--- config.mk ---
export PLATFORM = sky130hd
export DESIGN_NAME = bus_arbiter
export DESIGN_NICKNAME = d
export VERILOG_FILES = /design/src/rtl/bus_arbiter_pkg.sv /design/src/rtl/bus_rr_picker.sv /design/src/rtl/bus_arbiter.sv
export SDC_FILE = /design/constraint.sdc
export NUM_CORES = 1
export LEC_CHECK = 0
export ABC_AREA = 1
export CAP_MARGIN = 5
export CELL_PAD_IN_SITES_DETAIL_PLACEMENT = 0
export CELL_PAD_IN_SITES_GLOBAL_PLACEMENT = 1
export CORE_ASPECT_RATIO = 0.6
export CORE_MARGIN = 2
export CORE_UTILIZATION = 40
export DETAILED_ROUTE_END_ITERATION = 10
export HOLD_SLACK_MARGIN = 0.08
export PLACE_DENSITY = 0.89
export SYNTH_ARGS = -nofsm -noshare
export SYNTH_HDL_FRONTEND = slang
export SYNTH_SLANG_ARGS = --single-unit
--- constraint.sdc ---
create_clock -name clk -period 2.6 [get_ports clk]
set_input_delay 0.52 -clock clk [delete_from_list [all_inputs] [get_ports clk]]
set_output_delay 0.52 -clock clk [all_outputs]
set_load 0.005 [all_outputs]
--- src/rtl/bus_arbiter_pkg.sv ---
// bus_arbiter_pkg: shared arbiter state encoding, default watchdog timeout and master index constants
package bus_arbiter_pkg;
  typedef enum logic [1:0] {ST_IDLE, ST_GRANTED, ST_HANDOVER} state_t;
  localparam int DEF_TIMEOUT = 16;
  localparam int MASTER_CPU = 0;
  localparam int MASTER_DMA = 1;
endpackage

--- src/rtl/bus_rr_picker.sv ---
// bus_rr_picker: combinational round-robin select of the first requester at or after ptr
module bus_rr_picker #(
  parameter int N = 4,
  parameter int W = 3
) (
  input  logic [N-1:0] req,
  input  logic [W-1:0] ptr,
  output logic         found,
  output logic [W-1:0] idx
);
  logic [2*N-1:0] w_rot;
  // doubling the vector lets a plain shift do the wrap-around
  assign w_rot = {req, req} >> ptr;
  always_comb begin
    found = 1'b0;
    idx   = '0;
    for (int k = 0; k < N; k++) begin
      if (!found && w_rot[k]) begin
        found = 1'b1;
        idx   = (int'(ptr) + k >= N) ? W'(int'(ptr) + k - N) : W'(int'(ptr) + k);
      end
    end
  end
endmodule

--- src/rtl/bus_arbiter.sv ---
// bus_arbiter: round-robin bus arbiter with handover dead cycle, transaction watchdog and error log
module bus_arbiter
  import bus_arbiter_pkg::*;
#(
  parameter int MASTERS = 4,
  parameter int TIMEOUT = DEF_TIMEOUT,
  parameter int IDX_W   = 3
) (
  input  logic               clk,
  input  logic               rst,
  input  logic [MASTERS-1:0] bus_req,
  output logic [MASTERS-1:0] bus_grant,
  input  logic               rd_bus,
  input  logic               wr_bus,
  input  logic               fc_bus,
  output logic               watchdog,
  output logic [IDX_W-1:0]   owner,
  output logic               busy,
  output logic               err_valid,
  output logic [IDX_W-1:0]   err_master,
  input  logic               err_clr
);
  localparam int CNT_W = $clog2(TIMEOUT) + 1;

  state_t             r_state;
  logic [CNT_W-1:0]   r_cnt;
  logic [IDX_W-1:0]   r_ptr;
  logic               w_found;
  logic [IDX_W-1:0]   w_idx;
  logic               w_active;
  logic               w_fire;
  logic               w_release;
  logic [MASTERS-1:0] w_onehot;

  bus_rr_picker #(.N(MASTERS), .W(IDX_W)) u_pick (
    .req  (bus_req),
    .ptr  (r_ptr),
    .found(w_found),
    .idx  (w_idx)
  );

  assign w_active  = rd_bus | wr_bus;
  // an ack arriving in the final cycle suppresses the abort
  assign w_fire    = (r_state == ST_GRANTED) && w_active && !fc_bus && (r_cnt == CNT_W'(TIMEOUT - 1));
  assign w_release = w_fire || (!(|(bus_req & bus_grant)) && !w_active);
  assign w_onehot  = MASTERS'(1) << w_idx;
  assign watchdog  = w_fire;

  always_ff @(posedge clk or posedge rst) begin
    if (rst) begin
      r_state    <= ST_IDLE;
      r_cnt      <= '0;
      r_ptr      <= '0;
      bus_grant  <= '0;
      owner      <= '0;
      busy       <= 1'b0;
      err_valid  <= 1'b0;
      err_master <= '0;
    end else begin
      case (r_state)
        ST_IDLE: begin
          r_cnt <= '0;
          if (w_found) begin
            bus_grant <= w_onehot;
            owner     <= w_idx;
            busy      <= 1'b1;
            r_state   <= ST_GRANTED;
          end
        end
        ST_GRANTED: begin
          if (w_release) begin
            bus_grant <= '0;
            busy      <= 1'b0;
            r_cnt     <= '0;
            r_ptr     <= (owner == IDX_W'(MASTERS - 1)) ? '0 : owner + 1'b1;
            r_state   <= ST_HANDOVER;
          end else begin
            r_cnt <= (!w_active || fc_bus) ? '0 : r_cnt + 1'b1;
          end
        end
        default: begin
          r_cnt   <= '0;
          r_state <= ST_IDLE;
        end
      endcase
      if (w_fire && (!err_valid || err_clr)) begin
        err_valid  <= 1'b1;
        err_master <= owner;
      end else if (err_clr) begin
        err_valid  <= 1'b0;
        err_master <= '0;
      end
    end
  end
endmodule

==> results of run 1 <==
## worst paths after layout
| check | startpoint | end | slack (ns) | cells past startpoint |
|---|---|---|---|---|
| min in group asynchronous | rst | err_master[0] | 0.71 | 2 |
| worst min-delay path | r_cnt[0] | r_cnt[0] | 0.46 | 1 |
| worst max-delay path | wr_bus | watchdog | 0.22 | 5 |
| worst max register to register | r_cnt[0] | bus_grant[1] | 0.66 | 11 |
| max in group asynchronous | rst | r_state[0] | 1.37 | 2 |
| worst min register to register | r_cnt[0] | r_cnt[0] | 0.46 | 1 |
## power groups by stage
stage               sequential (mW)  combinational, mW  clock, mW
floorplan                     0.482              0.789          0
global placement              0.514              0.976          0
detailed placement            0.517               1.00          0
CTS                           0.511               1.01      0.250
global route                  0.524               1.12      0.265
finish                        0.510              0.997      0.242
## cell families after synthesis
| logic type | Yosys count |
|---|---|
| xor gates and xnor gates | 2 |
| adders and majority gates | 4 |
| and+or+nand+nor | 98 |
| DFF | 22 |
| buffers and inverters | 23 |
| AOI/OAI and AO/OA | 12 |
## layout make-up
cell class              instances  area [um2]  area share (%)
clock buffers                   4        55.1            3.31
multi-input cells             116         684            41.1
repair buffers                 23         228            13.7
flip-flops and latches         22         551            33.1
inverters                      22        90.1            5.41
well taps                      45        56.3            3.38
## layer usage
layer / vias up / track usage, % / part of all wire (%)
met5: - / 0 / 0
met4: 0 / 3.80 / 0.36
met3: 3 / 4.81 / 5.1
met2: 22 / 25.2 / 46
met1: 529 / 22.8 / 49
li1: 563 / - / -
## worst register-to-register path, stage by stage, from the launching register on
cell,delay [ns]
dfrtp_1,0.40
ha_1,0.23
and3_1,0.19
ha_1,0.17
inv_1,0.07
nor2_2,0.04
buf_4,0.14
a31oi_2,0.25
nor2_4,0.11
nor2_4,0.16
nand2_1,0.06
nand2_1,0.07
## through the flow
stage | setup slack, ns | std cells | area [um2] | total power [mW]
2_1_floorplan | 0.943 | 161 | 1340 | 1.27
3_3_place_gp | 0.274 | 228 | 1610 | 1.49
3_5_place_dp | 0.214 | 228 | 1610 | 1.52
4_1_cts | 0.214 | 232 | 1660 | 1.77
5_1_grt | 0.177 | 232 | 1660 | 1.91
6_report | 0.223 | 232 | 1660 | 1.75
## sequential cells by signal, indices dropped and copies added, names as in the netlist
register and cells:
r_ptr 3, err_master 3, r_cnt 5, busy 1, err_valid 1, r_state 2
owner 3, bus_grant 4
## layout by cell type (no fill, tap or decap), drive strengths merged, types with 3 or more instances in the layout
master,instances
nand2,53
dfrtp,22
clkdlybuf4s50,22
nand3,22
inv,22
nor2,20
o21ai,8
ha,4
clkbuf,4
a21oi,3
==> flow_summary_export.csv, run 1 <==
group,metric,value,unit
critical_path,cp_common_cell,"clkdlybuf4s50_1",
synthesis,synth-xor-area-share,1.31,%
synthesis,syn_avg_cell_area,8.30,um2
power,p_int,927,uW
detailed_routing,vias,1117,
critical_path,path_class,"in2out",
synthesis,synth_nets,175,
clock_tree,cts_tree,"yes",
outcome,status,"finished clean",
clock_tree,clk_pin_slew,0.07,ns
sta,hold_slack,0.464,ns
synthesis,syn_area,1340,um2
synthesis,synth_cell_types,25,
clock_tree,cts_resized,0,
sta,rsz0062_at_grt,"false",
critical_path,cp.arrival,1.86,ns
synthesis,yosys_warnings,0,
final_layout,finalCoreUtilization,51.6,%
clock_tree,cts.sinks,22,
sta,clock_skew,0.00268,ns
global_routing,overflow,0,
floorplan,dieArea,3830,um2
power,p_leak,0.821,nW
hold_path,hold_path.class,"reg2reg",
final_layout,nFillCells,325,
sta,min_period_over_period,91.4,%
synthesis,synth_top_area_share,41.2,%
sta,tightest_slew,0.822,ns
critical_path,crit_required,2.08,ns
synthesis,synth-compound-area-share,5.90,%
floorplan,rows,16,
power,p_switching,822,uW
sta,maxSlewViolCount,0,
global_routing,grt_pass1_wl,4910,um
detailed_routing,drtIter0Drc,57,
detailed_routing,drc,0,
floorplan,die_x,78.6,um
global_routing,grt_max_degree,23,
sta,setup_viol,0,
global_routing,grt_pass1_vias,1112,
power,p_sw_share,47.0,%
clock_tree,clockRootBuffer,"clkbuf_8",
synthesis,async_flop_share,100,%
clock_tree,clk_latency,0.26,ns
synthesis,synth_most_common_cell,"nand2_1",
sta,fmax,421,MHz
critical_path,slowest_stage,"clkdlybuf4s50_1",
floorplan,dieHeight,48.8,um
synthesis,synth_edf_count,0,
floorplan,design.portCount,23,
clock_tree,post-cts-setup-buffer-count,0,
placement,dp_hpwl,2260,um
final_layout,drive_above_1_share,19.3,%
placement,place.gp.congestion,0.824,
detailed_routing,wl_per_cell,11.8,um
power,seq_power_share,29.2,%
clock_tree,htree_levels,1,
power,peakVddDrop,0.448,mV
synthesis,ys_seq_area_share,41.2,%
synthesis,synth.area.top_cells,"dfrtp_1 (41%), nand2_1 (11%), nand3_1 (7.1%), inv_1 (5.1%), nand2_4 (5.1%)",
global_routing,track_usage,16.4,%
placement,port_buffers,22,
power,clkPwrFrac,13.8,%
critical_path,worstPathMaxFanout,2,
power,p_comb_share,57.0,%
final_layout,nNetsFinal,202,
run,maxCapViolCount,0,
detailed_routing,drtPass1Iterations,4,
sta,period_needed,2.38,ns
detailed_routing,ant_nets,0,
synthesis,synthTopCellsByCount,"nand2_1 (40), dfrtp_1 (22), nand3_1 (19)",
power,powerDensity,1050,nW/um2
synthesis,synth_simple_gate_area_share,40.3,%
sta,slew-limit-headroom,45.1,%
sta,tns,0,ns
global_routing,antenna_found_initial,0,
detailed_routing,via_per_inst,4.81,
critical_path,setup.worst_path.start_class,"input pin",
synthesis,synthMuxAreaShare,0,%
synthesis,synth_area_leader_cell,"dfrtp_1",
critical_path,crit_path_end_kind,"output pin",
clock_tree,cts.path.max_buffers,2,
floorplan,initial_core_util,41.5,%
critical_path,cpPeakStageDelay,0.51,ns
synthesis,synth_flop_cell,"dfrtp_1",
critical_path,crit_chain,"clkdlybuf4s50_1 > nor2_1 > nand3b_1 > nor2_2 > clkdlybuf4s50_1",
final_layout,syn2layout_area_growth,24.5,%
synthesis,synth_top_family_by_area,"simple AND/OR/NAND/NOR gates",
floorplan,core,3220,um2
sta,hold_viol_final,0,
critical_path,path_delay_family,"buffers and inverters",
synthesis,synth_fa_ha_area_share,3.75,%
clock_tree,holdBufCountCts,0,
clock_tree,cts_buffers,3,
detailed_routing,drt-total-wl,2740,um
critical_path,worst-path-buf-inv,2,
synthesis,synth_seq_cells,22,
synthesis,synth_cells,161,
final_layout,n_antenna_cell,0,
Power figures use the tool's default switching activity.
==> run 2: changes to the inputs <==
- CAP_MARGIN: 5 -> 0
==> results of run 2 <==
Final layout, timing and power as in run 1 (identical DEF).
==> run 3: changes to the inputs <==
- CAP_MARGIN: 0 -> 20
==> results of run 3 <==
Final layout, timing and power as in run 1 (identical DEF).
